===== config.mk =====
export PLATFORM = sky130hd
export DESIGN_NAME = carfield_periph_apb_bridge
export DESIGN_NICKNAME = d
export VERILOG_FILES = /design/src/rtl/carfield_periph_pkg.sv /design/src/rtl/carfield_periph_addr_decode.sv /design/src/rtl/carfield_periph_apb_bridge.sv
export SDC_FILE = /design/constraint.sdc
export NUM_CORES = 1
export LEC_CHECK = 0
export ABC_AREA = 1
export CAP_MARGIN = 20
export CORE_ASPECT_RATIO = 0.6
export CORE_MARGIN = 10
export CORE_UTILIZATION = 33
export DETAILED_ROUTE_END_ITERATION = 10
export PLACE_DENSITY = 0.88
export SYNTH_ARGS = -nofsm -noshare
export SYNTH_HDL_FRONTEND = slang
export SYNTH_SLANG_ARGS = --single-unit

===== constraint.sdc =====
create_clock -name clk_i -period 1.4 [get_ports clk_i]
set_input_delay 0.28 -clock clk_i [delete_from_list [all_inputs] [get_ports clk_i]]
set_output_delay 0.28 -clock clk_i [all_outputs]
set_load 0.02 [all_outputs]

===== src/rtl/carfield_periph_pkg.sv =====
// Shared types for the peripheral APB bridge: slave ids, address map rules and FSM states.
package carfield_periph_pkg;

    typedef enum logic [2:0] {
        CAN      = 3'd0,
        TIMER    = 3'd1,
        ADVTIMER = 3'd2,
        WDT      = 3'd3,
        HYP      = 3'd4
    } apb_slv_e;

    localparam int NumApbSlaves = 5;
    localparam logic [63:0] WindowSize = 64'h1000;

    typedef struct packed {
        apb_slv_e    idx;
        logic [63:0] start_addr;
        logic [63:0] end_addr;
    } addr_rule_t;

    function automatic addr_rule_t make_rule(apb_slv_e slv, logic [63:0] base);
        return '{idx: slv, start_addr: base, end_addr: base + WindowSize};
    endfunction

    // Rule i describes slave i; end_addr is exclusive.
    localparam addr_rule_t ApbRules [NumApbSlaves] = '{
        make_rule(CAN,      64'h2000_1000),
        make_rule(TIMER,    64'h2000_4000),
        make_rule(ADVTIMER, 64'h2000_5000),
        make_rule(WDT,      64'h2000_7000),
        make_rule(HYP,      64'h2000_8000)
    };

    typedef enum logic [1:0] {
        ST_IDLE,
        ST_SETUP,
        ST_ACCESS,
        ST_RESP
    } apb_state_e;

endpackage


===== src/rtl/carfield_periph_addr_decode.sv =====
// Combinational address decoder: one-hot slave hit (masked by per-slave enable) plus miss flag.
module carfield_periph_addr_decode
    import carfield_periph_pkg::*;
#(
    parameter int AddrWidth = 48
) (
    input  logic [AddrWidth-1:0]    addr,
    input  addr_rule_t              rules [NumApbSlaves],
    input  logic [NumApbSlaves-1:0] en,
    output logic [NumApbSlaves-1:0] onehot,
    output logic                    miss
);

    logic [63:0]             addr_ext;
    logic [NumApbSlaves-1:0] rule_hit;

    // Full-width compare, so any nonzero bit above 31 falls outside every window.
    assign addr_ext = 64'(addr);

    for (genvar gi = 0; gi < NumApbSlaves; gi++) begin : g_rule
        assign rule_hit[gi] = (addr_ext >= rules[gi].start_addr) && (addr_ext < rules[gi].end_addr);
    end

    always_comb begin
        onehot = '0;
        for (int i = 0; i < NumApbSlaves; i++) begin
            if (rule_hit[i]) begin
                onehot[rules[i].idx] = en[rules[i].idx];
            end
        end
    end

    assign miss = ~|onehot;

endmodule


===== src/rtl/carfield_periph_apb_bridge.sv =====
// Single-outstanding request/response to APB bridge for the peripheral subsystem.
// Optional ACCESS timeout enabled by defining CARFIELD_PERIPH_APB_TIMEOUT_EN.
module carfield_periph_apb_bridge
    import carfield_periph_pkg::*;
#(
    parameter int AddrWidth     = 48,
    parameter int DataWidth     = 32,
    parameter int CanEn         = 1,
    parameter int TimeoutCycles = 255
) (
    input  logic                              clk_i,
    input  logic                              rst_i,
    input  logic                              req_valid_i,
    output logic                              req_ready_o,
    input  logic [AddrWidth-1:0]              req_addr_i,
    input  logic                              req_write_i,
    input  logic [DataWidth-1:0]              req_wdata_i,
    input  logic [DataWidth/8-1:0]            req_strb_i,
    output logic                              rsp_valid_o,
    input  logic                              rsp_ready_i,
    output logic [DataWidth-1:0]              rsp_rdata_o,
    output logic                              rsp_err_o,
    output logic [NumApbSlaves-1:0]           psel_o,
    output logic                              penable_o,
    output logic                              pwrite_o,
    output logic [31:0]                       paddr_o,
    output logic [DataWidth-1:0]              pwdata_o,
    output logic [DataWidth/8-1:0]            pstrb_o,
    input  logic [NumApbSlaves*DataWidth-1:0] prdata_i,
    input  logic [NumApbSlaves-1:0]           pready_i,
    input  logic [NumApbSlaves-1:0]           pslverr_i
);

    localparam int StrbWidth = DataWidth / 8;
    // CAN is slave index 0; disabling it turns its window into a miss.
    localparam logic [NumApbSlaves-1:0] SlaveEn =
        (CanEn != 0) ? {NumApbSlaves{1'b1}} : {{(NumApbSlaves-1){1'b1}}, 1'b0};

    apb_state_e              state_reg, state_next;
    logic [31:0]             addr_reg;
    logic                    write_reg;
    logic [DataWidth-1:0]    wdata_reg;
    logic [StrbWidth-1:0]    strb_reg;
    logic [NumApbSlaves-1:0] sel_reg;
    logic [DataWidth-1:0]    rdata_reg;
    logic                    err_reg;

    logic [NumApbSlaves-1:0] dec_onehot;
    logic                    dec_miss;
    logic                    accept, xfer_done, xfer_timeout;
    logic                    pready_sel, pslverr_sel;
    logic [DataWidth-1:0]    prdata_sel;
    logic [DataWidth-1:0]    prdata_masked [NumApbSlaves];

    carfield_periph_addr_decode #(
        .AddrWidth (AddrWidth)
    ) u_decode (
        .addr   (req_addr_i),
        .rules  (ApbRules),
        .en     (SlaveEn),
        .onehot (dec_onehot),
        .miss   (dec_miss)
    );

    // Only the registered selection is allowed to reach the response path.
    for (genvar gi = 0; gi < NumApbSlaves; gi++) begin : g_prdata
        assign prdata_masked[gi] = prdata_i[gi*DataWidth +: DataWidth] & {DataWidth{sel_reg[gi]}};
    end

    always_comb begin
        prdata_sel = '0;
        for (int i = 0; i < NumApbSlaves; i++) begin
            prdata_sel = prdata_sel | prdata_masked[i];
        end
    end

    assign pready_sel  = |(pready_i & sel_reg);
    assign pslverr_sel = |(pslverr_i & sel_reg);

`ifdef CARFIELD_PERIPH_APB_TIMEOUT_EN
    localparam int CntWidth = ($clog2(TimeoutCycles + 1) > 8) ? $clog2(TimeoutCycles + 1) : 8;
    logic [CntWidth-1:0] cnt_reg;

    // Once the limit is reached the abort wins even over a pready in the same cycle.
    assign xfer_timeout = (state_reg == ST_ACCESS) && (cnt_reg == CntWidth'(TimeoutCycles));

    always_ff @(posedge clk_i) begin
        if (rst_i) begin
            cnt_reg <= '0;
        end else if (state_reg == ST_SETUP) begin
            cnt_reg <= '0;
        end else if ((state_reg == ST_ACCESS) && !pready_sel && !xfer_timeout) begin
            cnt_reg <= cnt_reg + CntWidth'(1);
        end
    end
`else
    assign xfer_timeout = 1'b0;
`endif

    assign accept    = (state_reg == ST_IDLE) && req_valid_i;
    assign xfer_done = (state_reg == ST_ACCESS) && pready_sel && !xfer_timeout;

    always_ff @(posedge clk_i) begin
        if (rst_i) begin
            state_reg <= ST_IDLE;
        end else begin
            state_reg <= state_next;
        end
    end

    always_comb begin
        state_next  = state_reg;
        req_ready_o = 1'b0;
        rsp_valid_o = 1'b0;
        psel_o      = '0;
        penable_o   = 1'b0;
        unique case (state_reg)
            ST_IDLE: begin
                req_ready_o = 1'b1;
                if (accept) begin
                    state_next = dec_miss ? ST_RESP : ST_SETUP;
                end
            end
            ST_SETUP: begin
                psel_o     = sel_reg;
                state_next = ST_ACCESS;
            end
            ST_ACCESS: begin
                psel_o    = sel_reg;
                penable_o = 1'b1;
                if (xfer_done || xfer_timeout) begin
                    state_next = ST_RESP;
                end
            end
            ST_RESP: begin
                rsp_valid_o = 1'b1;
                if (rsp_ready_i) begin
                    state_next = ST_IDLE;
                end
            end
            default: state_next = ST_IDLE;
        endcase
    end

    always_ff @(posedge clk_i) begin
        if (rst_i) begin
            addr_reg  <= '0;
            write_reg <= 1'b0;
            wdata_reg <= '0;
            strb_reg  <= '0;
            sel_reg   <= '0;
            rdata_reg <= '0;
            err_reg   <= 1'b0;
        end else begin
            if (accept) begin
                addr_reg  <= 32'(req_addr_i);
                write_reg <= req_write_i;
                wdata_reg <= req_wdata_i;
                strb_reg  <= req_strb_i;
                sel_reg   <= dec_onehot;
                rdata_reg <= '0;
                err_reg   <= dec_miss;
            end
            if (xfer_done) begin
                err_reg   <= pslverr_sel;
                rdata_reg <= (write_reg || pslverr_sel) ? '0 : prdata_sel;
            end
            if (xfer_timeout) begin
                err_reg   <= 1'b1;
                rdata_reg <= '0;
            end
        end
    end

    assign paddr_o     = addr_reg;
    assign pwrite_o    = write_reg;
    assign pwdata_o    = wdata_reg;
    assign pstrb_o     = strb_reg;
    assign rsp_rdata_o = rdata_reg;
    assign rsp_err_o   = err_reg;

endmodule


==> Word-level counts from Yosys, hierarchy flattened <==
Cells that the tools add are included.
{ "op_classes": {"eq_ne": 6, "bitwise": 11, "mux": 19, "order_cmp": 10, "n_reduce_logical": 16} }
{ "ops": {"columns": ["op", "count"], "rows": [
  ["$ge A48 B30 Y1 const B", 5],
  ["$lt A48 B30 Y1 const B", 5],
  ["$and A32 B32 Y32", 5],
  ["$or A32 B32 Y32", 4],
  ["$mux W32", 3],
  ["$reduce_or A5 Y1", 3],
  ["$and A5 B5 Y5", 2],
  ["$mux W2", 5],
  ["$mux W5", 2],
  ["$pmux W2 S4", 1],
  ["$logic_and A1 B1 Y1", 7],
  ["$mux W1", 6],
  ["$ne A2 B2 Y1 const B", 3],
  ["$eq A2 B2 Y1 const B", 2],
  ["$mux W4", 1],
  ["$mux W3", 1],
  ["$reduce_and A3 Y1", 1],
  ["$eq A2 B1 Y1 const B", 1],
  ["$logic_not A2 Y1", 1],
  ["$reduce_bool A2 Y1", 1],
  ["$reduce_or A2 Y1", 1],
  ["$logic_not A1 Y1", 1],
  ["$logic_or A1 B1 Y1", 1]
]} }
{ "word_totals": {"in_bits": 259, "out_inout_bits": 110, "word_cells": 70, "register_bits": 109} }

==> Logic depth before layout (Yosys ltp) <==
Gate-level depths: netlist (run 1).
{ "logic_depth": {"word_depth": 11, "ltp_mapped": 12, "mapped_depth_nobuf": 12} }

==> By module <==
Synthesis (run 1) repeated with hierarchy kept, for this count alone.
{ "unflattened": {"cells_unflattened": 2975, "hier_area_um2": 18750.5} }
{ "by_module_without_submodules": {"columns": ["mod", "area_each_um2", "seq_area_each_um2", "cells_each", "instances"], "rows": [
  ["carfield_periph_addr_decode", 13294.0, 0.0, 2126, 1],
  ["carfield_periph_apb_bridge", 5456.5, 2182.1, 849, 1]
]} }

==> Least setup slack after synthesis (run 1) <==
Ideal clock, no wire load.
{ "synth_path": {"path_kind": "flip-flop to flip-flop", "from": "register state_reg[0]", "to": "register addr_reg[12] (netlist: paddr_o[12])", "stages_incl_launch_ff": 8, "n_path_buf": 2, "required_time_ns": 1.336, "arrival_ns": 1.588, "slack_ns": -0.252, "setup_ns": 0.064, "synth_period_minus_slack_ns": 1.652, "path_cell_list": "dfxtp_1 inv_1 ha_1 nand2_1 clkbuf_1 clkbuf_1 o21ai_1 nor2_1"} }
{ "synth_via": {"elab_chain_cells": 2} }
{ "synth_rtl": {"columns": ["item", "line_no", "source"], "rows": [
  ["from (decl)", "carfield_periph_apb_bridge.sv:39", "apb_state_e state_reg, state_next;"],
  ["from (signal assigned)", "carfield_periph_apb_bridge.sv:107", "state_reg <= state_next;"],
  ["$logic_not A2 Y1", "carfield_periph_apb_bridge.sv:100", "assign accept = (state_reg == ST_IDLE) && req_valid_i;"],
  ["$logic_and A1 B1 Y1", "carfield_periph_apb_bridge.sv:100", null],
  ["to (signal assigned)", "carfield_periph_apb_bridge.sv:156", "addr_reg <= 32'(req_addr_i);"],
  ["to (decl)", "carfield_periph_apb_bridge.sv:40", "logic [31:0] addr_reg;"]
]} }
No other way between the ends.
A chain may end at the register's enable or synchronous reset.

==> Worst setup path in the final report (run 1) <==
{ "layout_path": {"from": "register state_reg[1]", "to": "output psel_o[2]"} }
{ "layout_via": {"elab_chain_cells": 3, "elab_cells_between_ends": 4, "classes_between": "eq/ne (2); mux (1); reduce/logical (1)"} }
{ "layout_rtl": {"columns": ["item", "line_no", "source"], "rows": [
  ["$eq A2 B2 Y1 / $eq A2 B1 Y1 (equally long branches)", "carfield_periph_apb_bridge.sv:117", "unique case (state_reg)"],
  ["$reduce_or A2 Y1 (no source line) (*)", null, null],
  ["$mux W5 (*)", "carfield_periph_apb_bridge.sv:117", null],
  ["to (decl)", "carfield_periph_apb_bridge.sv:23", "output logic [NumApbSlaves-1:0] psel_o,"]
]} }
Mark *: on every way between the ends. The rest lies on a longest branch, timed or not.

==> metrics.csv, run 1 <==
stage,metric,value,unit
placement,Placer Congestion,0.851,
placement,IO Port Bufs,368,
die,Initial Util,0.341,
placement,DP Wirelength,20.7,mm
clock_tree,Max Buffers Root-to-Sink,2,
route,post-route ant nets,0,
global_routing,first-pass GRT wire length,39.5,mm
timing,WHS,205,ps
pwr,Worst VDD drop,0.809,mV
global_routing,initial antenna violation count,1,
route,routed len/inst,19.2,µm
worst_hold_path,Min-Delay Path Depth,3,
cells_and_area,area of the multi-input gates,0.00339,mm²
pwr,Switching Share,0.413,
setup_path,cell family with most CP delay,flip-flops,
setup_path,Worst Path Max Fanout,4,
pwr,switching power total,6570,µW
clock_tree,CTS tree,done,
pwr,Static Leak,0.00469,µW
cells_and_area,# diodes,0,
pwr,Gate power share,0.567,
route,DRT Pass-1 Iters,4,
pwr,Seq pwr share,0.262,
synthesis,Most used DFF post-synth,dfxtp_1,
synthesis,list of most frequent post-synthesis cells,"nor2_1 (147), dfxtp_1 (109), nand2_1 (109), o21ai_0 (42), clkbuf_1 (41)",
flow_run,MaxCap Viol Count,0,
worst_hold_path,hold crit path type,in2reg,
cells_and_area,Syn-to-layout area delta,92.6,%
clock_tree,TritonCTS Sinks,109,
setup_path,CP max stage delay,370,ps
timing,Slew @ Worst Pin,330,ps
die,die width,189,µm
route,total wire length,26.8,mm
timing,final setup violating endpoints,43,
timing,crit path time final,1650,ps
global_routing,pin count of the biggest net entering global routing,76,
placement,placed cell areas,0.0100,mm²
timing,RSZ-0062 raised after global routing,yes,
setup_path,crit path kind,reg2out,
cells_and_area,Fill cells,1382,
setup_path,CP cell instances,"inv_4, ha_4, buf_6, nand2_2, inv_2, buf_6",
run_status,status,"finished, violations left",
timing,"Worst Setup Slack, final",-252,ps
setup_path,crit path capture type,output pin,
clock_tree,htree depth,3,
global_routing,Total GRT Usage,0.215,
synthesis,most frequent cell after synthesis,nor2_1,
timing,slew margin rel.,0.779,
synthesis,post-synthesis sequential area ratio,0.388,
setup_path,Stages on worst setup path,6,
clock_tree,cts hold-fix bufs,0,
synthesis,"flops & latches, synth",109,
synthesis,leading area contributor after synthesis,dfxtp_1,
route,DRC violations left,0,
timing,max-slew violations,0,
timing,clock skew,11.5,ps
synthesis,Ys Warns,0,
setup_path,Worst R2R Start,sel_reg[0],
synthesis,net count after synthesis,1008,
die,row cnt,36,
pwr,clock power share,0.172,
setup_path,Reg2Reg Setup Slack,-240,ps
synthesis,Mean Syn Cell Area,7.54,µm²
cells_and_area,sequential cell area,0.00219,mm²
cells_and_area,layout cells sized above 1,0.271,
run_status,failing checks,negative setup slack,
cells_and_area,Post-Layout Inst Area,0.0108,mm²
synthesis,"top cells by area, synth","dfxtp_1 (39%), nor2_1 (9.8%), nand2_1 (7.3%)",
setup_path,Reg2Reg Depth,11,
timing,Fin. Hold Viols,0,
timing,Max Fclk,605,MHz
die,area of the core,0.0165,mm²
clock_tree,clk_lat worst skew,350,ps
synthesis,Post-Syn Area,0.00563,mm²
cells_and_area,Nets,1421,
route,Initial DRC Count,349,
synthesis,Gate Count Post-Synth,746,
synthesis,post-synth cell types,31,
clock_tree,TritonCTS buffer count,9,
setup_path,CP dominant cell by count,buf_6,
pwr,Internal,9340,µW
timing,period utilisation layout,1.18,
die,IO Pins,369,
setup_path,CP arrival,1370,ps
global_routing,vias in the first global route,7036,
route,vias per inst,4.92,
pwr,PD cells,1470,mW/mm²
worst_hold_path,hold path start,req_addr_i[16],
die,die area,0.0228,mm²
setup_path,Startpoint Class,flip-flop,
synthesis,Synth top area share,0.388,
synthesis,asr flop ratio synth,0,
global_routing,gr ovfl total,0,
clock_tree,clock transition at the registers of the reported paths,80,ps
route,DR vias,6855,
setup_path,CP max stage cell,dfxtp_4,
die,Die Span Y,121,µm
synthesis,number of synthesized flops with an enable pin,0,
clock_tree,Clock Root Buffer,clkbuf_16,
setup_path,CP Launch Point,state_reg[1],
setup_path,CP Data Required Time,1120,ps
setup_path,WP buf/inv,4,
-- cell type report --
type	count	share of cell area
clock buffer	9	0.0208
clock inverter	7	0.00866
inverter	38	0.0150
multi-input combinational	543	0.312
sequential	109	0.202
tap	228	0.0263
timing repair buffer	458	0.415
-- worst min-delay path, stage by stage --
cell      delay (ps)
clkbuf_2          90
o21ai_1           60
nor2_1            90
-- per-stage QoR --
step / std cells / util / TNS, ps / power (µW) / worst slack, ps
finish: 1392 / 0.657 / -7900 / 15900 / -252
CTS: 1388 / 0.644 / -8440 / 15700 / -271
global placement: 1356 / 0.607 / -24490 / 12400 / -624
detailed placement: 1356 / 0.607 / -27870 / 12500 / -667
floorplan: 746 / - / 0 / 8610 / 4.66
global route: 1392 / 0.657 / -10910 / 16900 / -316
-- power groups by stage --
| stage | combinational (µW) | clock, µW | sequential [µW] |
|---|---|---|---|
| floorplan | 3740 | 0 | 4860 |
| global placement | 8170 | 0 | 4190 |
| detailed placement | 8250 | 0 | 4210 |
| CTS | 8760 | 2810 | 4150 |
| global route | 9730 | 2920 | 4250 |
| finish | 9020 | 2730 | 4170 |
-- cell usage in the layout (no fill, tap or decap), types with 2 or more instances in the layout --
master / netlist / final
nand2_2: 34 / 38
a21oi_1: 22 / 16
buf_8: 3 / 3
inv_1: 32 / 16
nand3_1: 11 / 5
dlygate4sd2_1: 0 / 108
clkinv_4: 1 / 2
buf_12: 0 / 13
o21ai_1: 35 / 39
a221oi_2: 1 / 16
a22o_1: 34 / 34
nor2_1: 147 / 130
nor3_1: 2 / 2
nor2_4: 2 / 10
a221oi_1: 31 / 16
nand3_2: 31 / 37
inv_6: 0 / 2
dfxtp_2: 0 / 4
clkbuf_2: 0 / 5
clkdlybuf4s15_1: 0 / 20
dfxtp_1: 109 / 104
inv_8: 0 / 3
buf_6: 3 / 25
nand2_4: 0 / 12
nand2_1: 109 / 93
clkdlybuf4s50_1: 0 / 224
inv_2: 5 / 18
buf_4: 4 / 55
nor2_2: 4 / 13
ha_4: 0 / 3
a21oi_2: 30 / 36
o21ai_0: 42 / 37
clkbuf_16: 0 / 10
-- final timing paths --
check | endpoint
min reg2reg | rsp_rdata_o[19]
min | paddr_o[16]
max | psel_o[2]
max reg2reg | rsp_rdata_o[17]
-- cell families (layout without fill, tap and decap cells) --
family                     count (synthesis)  count (layout)  synth area share
AOI/OAI and AO/OA                        198             198             0.242
adders and majority gates                  3               3           0.00667
and+or+nand+nor                          342             342             0.286
buffers and inverters                     94             512            0.0771
DFF                                      109             109             0.388
-- per-layer routing --
| layer | global-route usage | vias to the layer above | part of all wire |
|---|---|---|---|
| li1 | - | 3341 | - |
| met1 | 0.245 | 3222 | 0.41 |
| met2 | 0.378 | 265 | 0.49 |
| met3 | 0.0852 | 27 | 0.093 |
| met4 | 0.0375 | 0 | 0.011 |
| met5 | 0 | - | 0 |
-- what timing repair did --
item	in CTS	in global routing
pin swaps	56	50
cloned	2	1
endpoints found under the hold margin	0	0
setup buffers	15	7
resized for setup	245	92
endpoints found under the setup margin	187	80
No activity file was read; power rests on OpenSTA's default activity.
==> inputs of run 2 (changes only) <==
--- a/config.mk
+++ b/config.mk
@@ -12,6 +12,7 @@
 export CORE_UTILIZATION = 33
 export DETAILED_ROUTE_END_ITERATION = 10
 export PLACE_DENSITY = 0.88
+export SETUP_SLACK_MARGIN = 0.2
 export SYNTH_ARGS = -nofsm -noshare
 export SYNTH_HDL_FRONTEND = slang
 export SYNTH_SLANG_ARGS = --single-unit
==> metrics.csv, run 2 (synthesized netlist as in run 1, its figures left out) <==
stage,metric,value,unit
run_status,failing checks,negative setup slack,
clock_tree,Max Buffers Root-to-Sink,2,
setup_path,cell family with most CP delay,simple AND/OR/NAND/NOR gates,
clock_tree,htree depth,3,
die,area of the core,0.0165,mm²
setup_path,Reg2Reg Setup Slack,-300,ps
timing,slew margin rel.,0.670,
global_routing,gr ovfl total,0,
clock_tree,CTS tree,done,
cells_and_area,Nets,1449,
route,vias per inst,5.07,
cells_and_area,most frequent cells in the layout,"clkdlybuf4s50_1 (221), buf_4 (116), nand2_1 (93)",
cells_and_area,"commonest non-fill, non-tap cell in the layout",clkdlybuf4s50_1,
pwr,Static Leak,0.00483,µW
route,DRT Pass-1 Iters,4,
global_routing,grt met3 use,0.0916,
setup_path,crit path capture type,flip-flop,
global_routing,pin count of the biggest net entering global routing,76,
global_routing,first-pass GRT wire length,43.5,mm
setup_path,Reg2Reg Capture Point,rsp_rdata_o[6],
cells_and_area,Fill cells,1241,
clock_tree,Clock Root Buffer,clkbuf_16,
cells_and_area,Finished Layout Cells,1422,
timing,RSZ-0062 raised after global routing,yes,
setup_path,Startpoint Class,flip-flop,
worst_hold_path,hold path start,req_addr_i[17],
pwr,Total Power,19100,µW
clock_tree,clock transition at the registers of the reported paths,90,ps
timing,clock skew,14.0,ps
global_routing,vias in the first global route,7614,
setup_path,crit path kind,reg2reg,
clock_tree,TritonCTS Sinks,109,
global_routing,met2 Track Usage GR,0.417,
flow_run,MaxCap Viol Count,0,
worst_hold_path,hold crit path type,in2reg,
placement,Placer Congestion,0.899,
timing,Fin. Hold Viols,0,
placement,placed cells,1346,
die,die width,189,µm
placement,IO Port Bufs,368,
global_routing,initial antenna violation count,2,
setup_path,CP max stage delay,350,ps
run_status,status,"finished, violations left",
die,row cnt,36,
route,DRC violations left,0,
die,IO Pins,369,
timing,"Worst Setup Slack, final",-300,ps
route,total wire length,30.2,mm
clock_tree,TritonCTS buffer count,9,
clock_tree,cts hold-fix bufs,0,
timing,Max Fclk,588,MHz
setup_path,CP dominant cell by count,nand2_4,
route,DR vias,7216,
placement,DP Wirelength,21.4,mm
cells_and_area,layout cells sized above 1,0.516,
pwr,PD cells,1640,mW/mm²
timing,crit path time final,1700,ps
setup_path,CP arrival,1990,ps
clock_tree,clk_lat worst skew,350,ps
global_routing,met1 Track Usage GR,0.270,
cells_and_area,Syn-to-layout area delta,107,%
timing,final setup violating endpoints,44,
route,routed len/inst,21.2,µm
setup_path,Worst Path Max Fanout,9,
timing,max-slew violations,0,
setup_path,Worst R2R Start,sel_reg[0],
worst_hold_path,Min-Delay Path Depth,3,
route,post-route ant nets,0,
timing,Slew @ Worst Pin,495,ps
setup_path,WP buf/inv,3,
route,Initial DRC Count,405,
global_routing,Total GRT Usage,0.239,
global_routing,busiest layer in global routing,met2,
setup_path,CP Data Required Time,1690,ps
die,Die Span Y,121,µm
worst_hold_path,Hold EP,paddr_o[17],
setup_path,Reg2Reg Depth,10,
die,Initial Util,0.341,
die,die area,0.0228,mm²
setup_path,CP max stage cell,dfxtp_2,
pwr,Worst VDD drop,0.977,mV
timing,period utilisation layout,1.21,
setup_path,CP cell instances,"buf_12, nand2_4, nand2_4, a221oi_4, nand2_2, nor2_4, buf_4, clkbuf_16, nand3_2, a21oi_2",
run 2: timing repair:
| action | in CTS | in global routing |
|---|---|---|
| gates cloned | 11 | 9 |
| pin swaps | 99 | 57 |
| hold endpoints to repair | 0 | 0 |
| setup buffers | 31 | 7 |
| resized for setup | 750 | 259 |
| endpoints found under the setup margin | 219 | 160 |
run 2: worst max-delay path by stage:
stage                   startpoint         endpoint  slack (ps)  depth (start not counted)
global route            sel_reg[0]   rsp_rdata_o[8]        -350                         10
finish                  sel_reg[0]   rsp_rdata_o[6]        -300                         10
CTS                   state_reg[1]        psel_o[2]        -280                          6
global placement    req_addr_i[29]        rsp_err_o        -500                         13
detailed placement  req_addr_i[29]     state_reg[1]        -580                         13
floorplan               sel_reg[0]  rsp_rdata_o[10]          40                         10
run 2: power by group:
part	internal, µW	switching, µW	leakage (µW)	total, µW
combinational	5840	6020	0.00377	11900
clock	1440	1310	0.000151	2750
sequential	3850	673	0.000910	4530
total	11100	8010	0.00483	19100
run 2: layer usage:
metal	vias up	share of wire
met1	3456	0.40
met3	35	0.093
met4	0	0.017
li1	3417	-
met2	308	0.49
met5	-	0
run 2: layout make-up:
| cell class | instances | area, µm² | share of cell area |
|---|---|---|---|
| repair buffers | 486 | 4720 | 0.405 |
| flip-flops and latches | 109 | 2240 | 0.192 |
| diodes | 2 | 5.00 | 0.000429 |
| well taps | 228 | 285 | 0.0244 |
| multi-input cells | 543 | 3930 | 0.337 |
| clock buffers | 9 | 225 | 0.0193 |
| inverters | 38 | 165 | 0.0142 |
| clock inverters | 7 | 91.3 | 0.00783 |
run 2: per-stage QoR:
stage	worst slack (ps)	util	TNS, ps	cell area (µm²)	hold slack, ps
3_5_place_dp	-582	0.600	-32550	9890	457
2_1_floorplan	36.1	-	0	5710	419
4_1_cts	-277	0.650	-8460	10700	195
5_1_grt	-348	0.708	-12990	11700	207
3_3_place_gp	-500	0.600	-31600	9890	448
6_report	-300	0.708	-9760	11700	204
run 2: worst reg2reg max path, stage by stage (launching register included):
cell and delay (ps):
dfxtp_2 350, buf_12 140, nand2_4 70, nand2_4 50, a221oi_4 240, nand2_2 120
nor2_4 150, buf_4 150, clkbuf_16 160, nand3_2 90, a21oi_2 120
